[config.mk]
export PLATFORM = sky130hd
export DESIGN_NAME = issue_scoreboard
export DESIGN_NICKNAME = d
export VERILOG_FILES = /design/src/rtl/issue_scoreboard.sv
export SDC_FILE = /design/constraint.sdc
export NUM_CORES = 1
export LEC_CHECK = 0
export ABC_CLOCK_PERIOD_IN_PS = 5000
export CAP_MARGIN = 20
export CORE_MARGIN = 2
export CORE_UTILIZATION = 55
export CTS_CLUSTER_SIZE = 16
export DETAILED_ROUTE_END_ITERATION = 8
export PLACE_DENSITY = 0.94
export SYNTH_ARGS = -nofsm -noshare
export SYNTH_HDL_FRONTEND = slang
export SYNTH_SLANG_ARGS = --single-unit
export TNS_END_PERCENT = 5
[constraint.sdc]
create_clock -name clock -period 5 [get_ports clock]
set_clock_uncertainty 0.1 [all_clocks]
set_input_delay 1 -clock clock [delete_from_list [all_inputs] [get_ports clock]]
set_output_delay 1 -clock clock [all_outputs]
set_load 0.05 [all_outputs]
[src/rtl/issue_scoreboard.sv]
// ============================================================================
// issue_scoreboard : in-order issue controller (RAW/WAW, write-port, MUL busy)
// Revision: 1.0
// ============================================================================
`default_nettype none

module issue_scoreboard #(
  parameter int LAT_ALU    = 1,
  parameter int LAT_MEM    = 3,
  parameter int LAT_MUL    = 4,
  parameter int RESV_DEPTH = 8
) (
  input  logic        clock,
  input  logic        reset,
  input  logic        id_valid,
  input  logic [4:0]  id_rs1,
  input  logic [4:0]  id_rs2,
  input  logic [4:0]  id_rd,
  input  logic        id_use_rs1,
  input  logic        id_use_rs2,
  input  logic        id_wr_rd,
  input  logic [1:0]  id_fu,
  input  logic        flush,
  input  logic        wb_valid,
  input  logic [4:0]  wb_rd,
  output logic        issue,
  output logic        iss_am_valid,
  output logic        iss_mem_valid,
  output logic        iss_mul_valid,
  output logic        stall,
  output logic [31:0] pending_mask
);

  localparam int c_LW = $clog2(RESV_DEPTH);
  localparam int c_CW = $clog2(LAT_MUL + 1);

  localparam logic [c_LW-1:0] c_LAT_ALU  = c_LW'(LAT_ALU);
  localparam logic [c_LW-1:0] c_LAT_MEM  = c_LW'(LAT_MEM);
  localparam logic [c_LW-1:0] c_LAT_MUL  = c_LW'(LAT_MUL);
  localparam logic [c_CW-1:0] c_MUL_LOAD = c_CW'(LAT_MUL - 1);

  localparam logic [1:0] c_FU_ALU = 2'd0;
  localparam logic [1:0] c_FU_MEM = 2'd1;
  localparam logic [1:0] c_FU_MUL = 2'd2;

  localparam logic [RESV_DEPTH-1:0] c_RESV_ONE = {{(RESV_DEPTH-1){1'b0}}, 1'b1};

  logic [31:0]            r_pending;
  logic [RESV_DEPTH-1:0]  r_resv;
  logic [c_CW-1:0]        r_mul_cnt;

  logic [c_LW-1:0]        w_lat;
  logic                   w_fu_legal;
  logic                   w_wr;
  logic                   w_raw1;
  logic                   w_raw2;
  logic                   w_waw;
  logic                   w_port;
  logic                   w_struct;
  logic                   w_issue;
  logic                   w_res_set;
  logic [RESV_DEPTH-1:0]  w_lat_oh;
  logic [RESV_DEPTH-1:0]  w_resv_next;
  logic [31:0]            w_set_vec;
  logic [31:0]            w_clr_vec;
  logic [31:0]            w_pend_next;
  logic [c_CW-1:0]        w_mul_next;

  always_comb begin
    w_lat      = c_LAT_ALU;
    w_fu_legal = 1'b1;
    case (id_fu)
      c_FU_ALU: w_lat = c_LAT_ALU;
      c_FU_MEM: w_lat = c_LAT_MEM;
      c_FU_MUL: w_lat = c_LAT_MUL;
      default:  w_fu_legal = 1'b0;
    endcase
  end

  // Hazards look only at registered state; a same-cycle write-back is not bypassed.
  assign w_wr     = id_wr_rd && (id_rd != 5'd0);
  assign w_raw1   = id_use_rs1 && (id_rs1 != 5'd0) && r_pending[id_rs1];
  assign w_raw2   = id_use_rs2 && (id_rs2 != 5'd0) && r_pending[id_rs2];
  assign w_waw    = w_wr && r_pending[id_rd];
  assign w_port   = w_wr && r_resv[w_lat];
  assign w_struct = (id_fu == c_FU_MUL) && (r_mul_cnt != '0);

  assign w_issue = id_valid && !flush && w_fu_legal &&
                   !(w_raw1 || w_raw2 || w_waw || w_port || w_struct);

  assign issue         = w_issue;
  assign iss_am_valid  = w_issue && (id_fu == c_FU_ALU);
  assign iss_mem_valid = w_issue && (id_fu == c_FU_MEM);
  assign iss_mul_valid = w_issue && (id_fu == c_FU_MUL);
  assign stall         = id_valid && !w_issue && !flush;
  assign pending_mask  = r_pending;

  // A write due L cycles out lands in slot L-1 after this edge's shift.
  assign w_res_set   = w_issue && w_wr;
  assign w_lat_oh    = c_RESV_ONE << w_lat;
  assign w_resv_next = (r_resv >> 1) | (w_res_set ? (w_lat_oh >> 1) : '0);

  assign w_set_vec = w_res_set ? (32'd1 << id_rd) : 32'd0;
  assign w_clr_vec = (wb_valid && (wb_rd != 5'd0)) ? (32'd1 << wb_rd) : 32'd0;

  always_comb begin
    w_pend_next    = (r_pending & ~w_clr_vec) | w_set_vec;
    w_pend_next[0] = 1'b0;
  end

  always_comb begin
    w_mul_next = r_mul_cnt;
    if (w_issue && (id_fu == c_FU_MUL)) begin
      w_mul_next = c_MUL_LOAD;
    end else if (r_mul_cnt != '0) begin
      w_mul_next = r_mul_cnt - c_CW'(1);
    end
  end

  always_ff @(posedge clock or posedge reset) begin
    if (reset) begin
      r_pending <= 32'd0;
      r_resv    <= '0;
      r_mul_cnt <= '0;
    end else begin
      r_pending <= w_pend_next;
      r_resv    <= w_resv_next;
      r_mul_cnt <= w_mul_next;
    end
  end

endmodule

`default_nettype wire

==> summary.txt, run 1 <==
I/O Buffers - 65
CP Capture Type - output pin
Distinct cells, synth - 49
Routability Congestion - 1.048
vias in the first global route - 3117
Tightest Hold Check Type - reg2reg
critical path class - in2out
ys async rst share - 100.0%
final WL - 10190 um
Max-slew headroom - 64.18%
Top FF cell, synth - dfrtp_1
DR DRC count - 0
fin crit share - 96.53%
dpl cells - 424
Rows - 26
# hold bufs at CTS - 0
first-pass GRT wire length - 16330 um
Hold Fails Final Rpt - 0
clk slew on worst S/H paths - 0.07 ns
nets@finish - 399
worst path required time - 3.90 ns
Post-synth EDFFs - 0
hold path cells - 0
fin crit period - 4.827 ns
I/O pin count - 67
commonest non-fill, non-tap cell in the layout - clkdlybuf4s50_1
htree depth - 2
Cell Area, Synth - 3004 um^2
placed cell areas - 3742 um^2
clock sink count - 40
CP max FO - 7
mean post-synth cell area - 9.882 um^2
CTS tree - done
die area - 6069 um^2
initial antenna violation count - 0
DP HPWL - 7253 um
Final Cell Area - 3847 um^2
Pre-antenna DRT Iters - 5
Via density - 7.278
largest net degree at the start of global routing - 41
post-synth top area share - 33.32%
r2r setup slk - 1.85 ns
fmax - 0.2072 GHz
worst reg2reg path depth - 7
flops & latches, synth - 40
antenna-violating nets left - 0
Worst Hold Launch - r_resv[2]
DRT iter0 DRCs - 400
Area Growth Syn to Fin - 28.07%
Critical Path Source Type - input port
DIE HEIGHT - 77.91 um
Skew-Pair Late Insertion Delay - 0.30 ns
leak pwr - 1.506 nW
root buffer cell - clkbuf_8
Worst R2R Start - pending_mask[29]
Overflow after GRT - 0
worst slew pin tran - 0.5356 ns
Total GRT Usage - 34.78%
fraction of layout cells with a size suffix above 1 - 13.54%
Synth warnings - 0
Synth area leaders - dfrtp_1, mux4_2, mux2i_1
pwr dens - 294.1 nW/um^2
Post-Syn Nets - 342
RR Endpoint - pending_mask[19]
Vias - 3144
status - complete, no violations
most frequent cells in the layout - clkdlybuf4s50_1, dfrtp_1, o21ai_0
hold path endpoint - r_resv[1]
clk buf depth - 2
post-route insts no fill - 432
WL/cell - 23.60 um
Starting Density - 57.72%
peak supply drop - 0.1608 mV
Setup TNS Final - 0 ns
number of inserted diodes - 0
Synth Instances - 304
final setup fails - 0
crit path DAT - 3.73 ns
max_cap viols - 0
Core ar. - 5205 um^2
die width - 77.91 um
RSZ-0062 raised after global routing - false
CTS buffer count - 5
area leader, netlist - dfrtp_1
sequential area share after synthesis - 33.32%
Pins Over Slew Limit - 0
-- per-stage QoR --
stage	utilization [%]	total power, mW	worst slack [ns]	hold WS [ns]
2_1_floorplan	-	0.7233	0.05411	0.3049
3_3_place_gp	71.90	0.8741	0.1889	0.2329
3_5_place_dp	71.90	0.8980	0.07574	0.2451
4_1_cts	73.63	1.122	0.06799	0.2578
5_1_grt	73.92	1.174	0.03624	0.2806
6_report	73.92	1.132	0.1734	0.2545
-- repair_timing --
item,CTS,global route
gates resized for setup,0,3
endpoints found under the hold margin,0,0
setup endpoints to repair,0,3
setup buffers,0,0
-- critical path, cell delays in order --
cell and delay, ns:
clkdlybuf4s50_1 0.64, mux4_2 0.54, mux2_2 0.30, a2111oi_2 0.39
a221o_1 0.21, nand4b_4 0.18, nor3b_2 0.28, buf_12 0.17
-- layout make-up --
type | count | area (um^2)
multi-input cells | 225 | 1853
fillers | 336 | 1358
flip-flops and latches | 40 | 1001
repair buffers | 75 | 763.2
clock buffers | 8 | 90.09
well taps | 70 | 87.58
inverters | 14 | 52.55
-- layer usage --
| metal | track usage (%) | vias up | wire [um] |
|---|---|---|---|
| met5 | 0 | - | 0 |
| met4 | 18.95 | 0 | 493 |
| met3 | 8.953 | 65 | 1295 |
| met2 | 56.47 | 287 | 4821 |
| met1 | 42.31 | 1478 | 3583 |
| li1 | - | 1314 | - |
-- cells in the mapped netlist, drive strengths merged, types with 4 or more instances --
master and count:
nand3 16, mux2i 22, mux4 14, o21ai 34, clkbuf 16, nor3b 4, o41ai 25, o31ai 13
dfrtp 40, mux2 4, inv 14, ha 8, nor2b 5, or3b 4, nand2 14, nand3b 7
nor2 10, buf 9
-- cell families (layout without fill, tap and decap cells) --
| kind of cell | Yosys count | count (layout) | share of synthesized area (%) |
|---|---|---|---|
| DFF | 40 | 40 | 33.32 |
| and+or+nand+nor | 80 | 80 | 15.54 |
| muxes | 40 | 40 | 19.33 |
| xor gates and xnor gates | 1 | 1 | 0.2916 |
| buffers and inverters | 39 | 97 | 5.706 |
| AOI/OAI and AO/OA | 95 | 95 | 22.37 |
| adders and majority gates | 8 | 8 | 3.332 |
| other | 1 | 1 | 0.1248 |
-- state kept, by name, summed over array words and instances (netlist names) --
signal	flops
r_resv	6
pending_mask	31
r_mul_cnt	3
-- power by group --
group,switching [mW],internal (mW)
Clock,0.108,0.112
Sequential,0.0641,0.367
Combinational,0.294,0.186
-- how the worst max path moves through the flow --
| stage | startpoint | end | slack, ns |
|---|---|---|---|
| floorplan | id_rd[1] | iss_am_valid | 0.05 |
| global placement | id_rs2[0] | iss_mem_valid | 0.19 |
| detailed placement | id_rs2[0] | iss_mem_valid | 0.08 |
| CTS | id_rs2[0] | iss_mem_valid | 0.07 |
| global route | id_rs2[0] | iss_mem_valid | 0.04 |
| finish | id_rs2[0] | iss_mem_valid | 0.17 |
Power figures use the tool's default switching activity.
==> run 2: changes to the inputs <==
SLEW_MARGIN = 20   (was not set)
==> results of run 2 <==
No change in the layout: final DEF, timing and power equal those of run 1.
==> run 3: changes to the inputs <==
TNS_END_PERCENT = 50   (was 5)
==> results of run 3 <==
No change in the layout: final DEF, timing and power equal those of run 1.
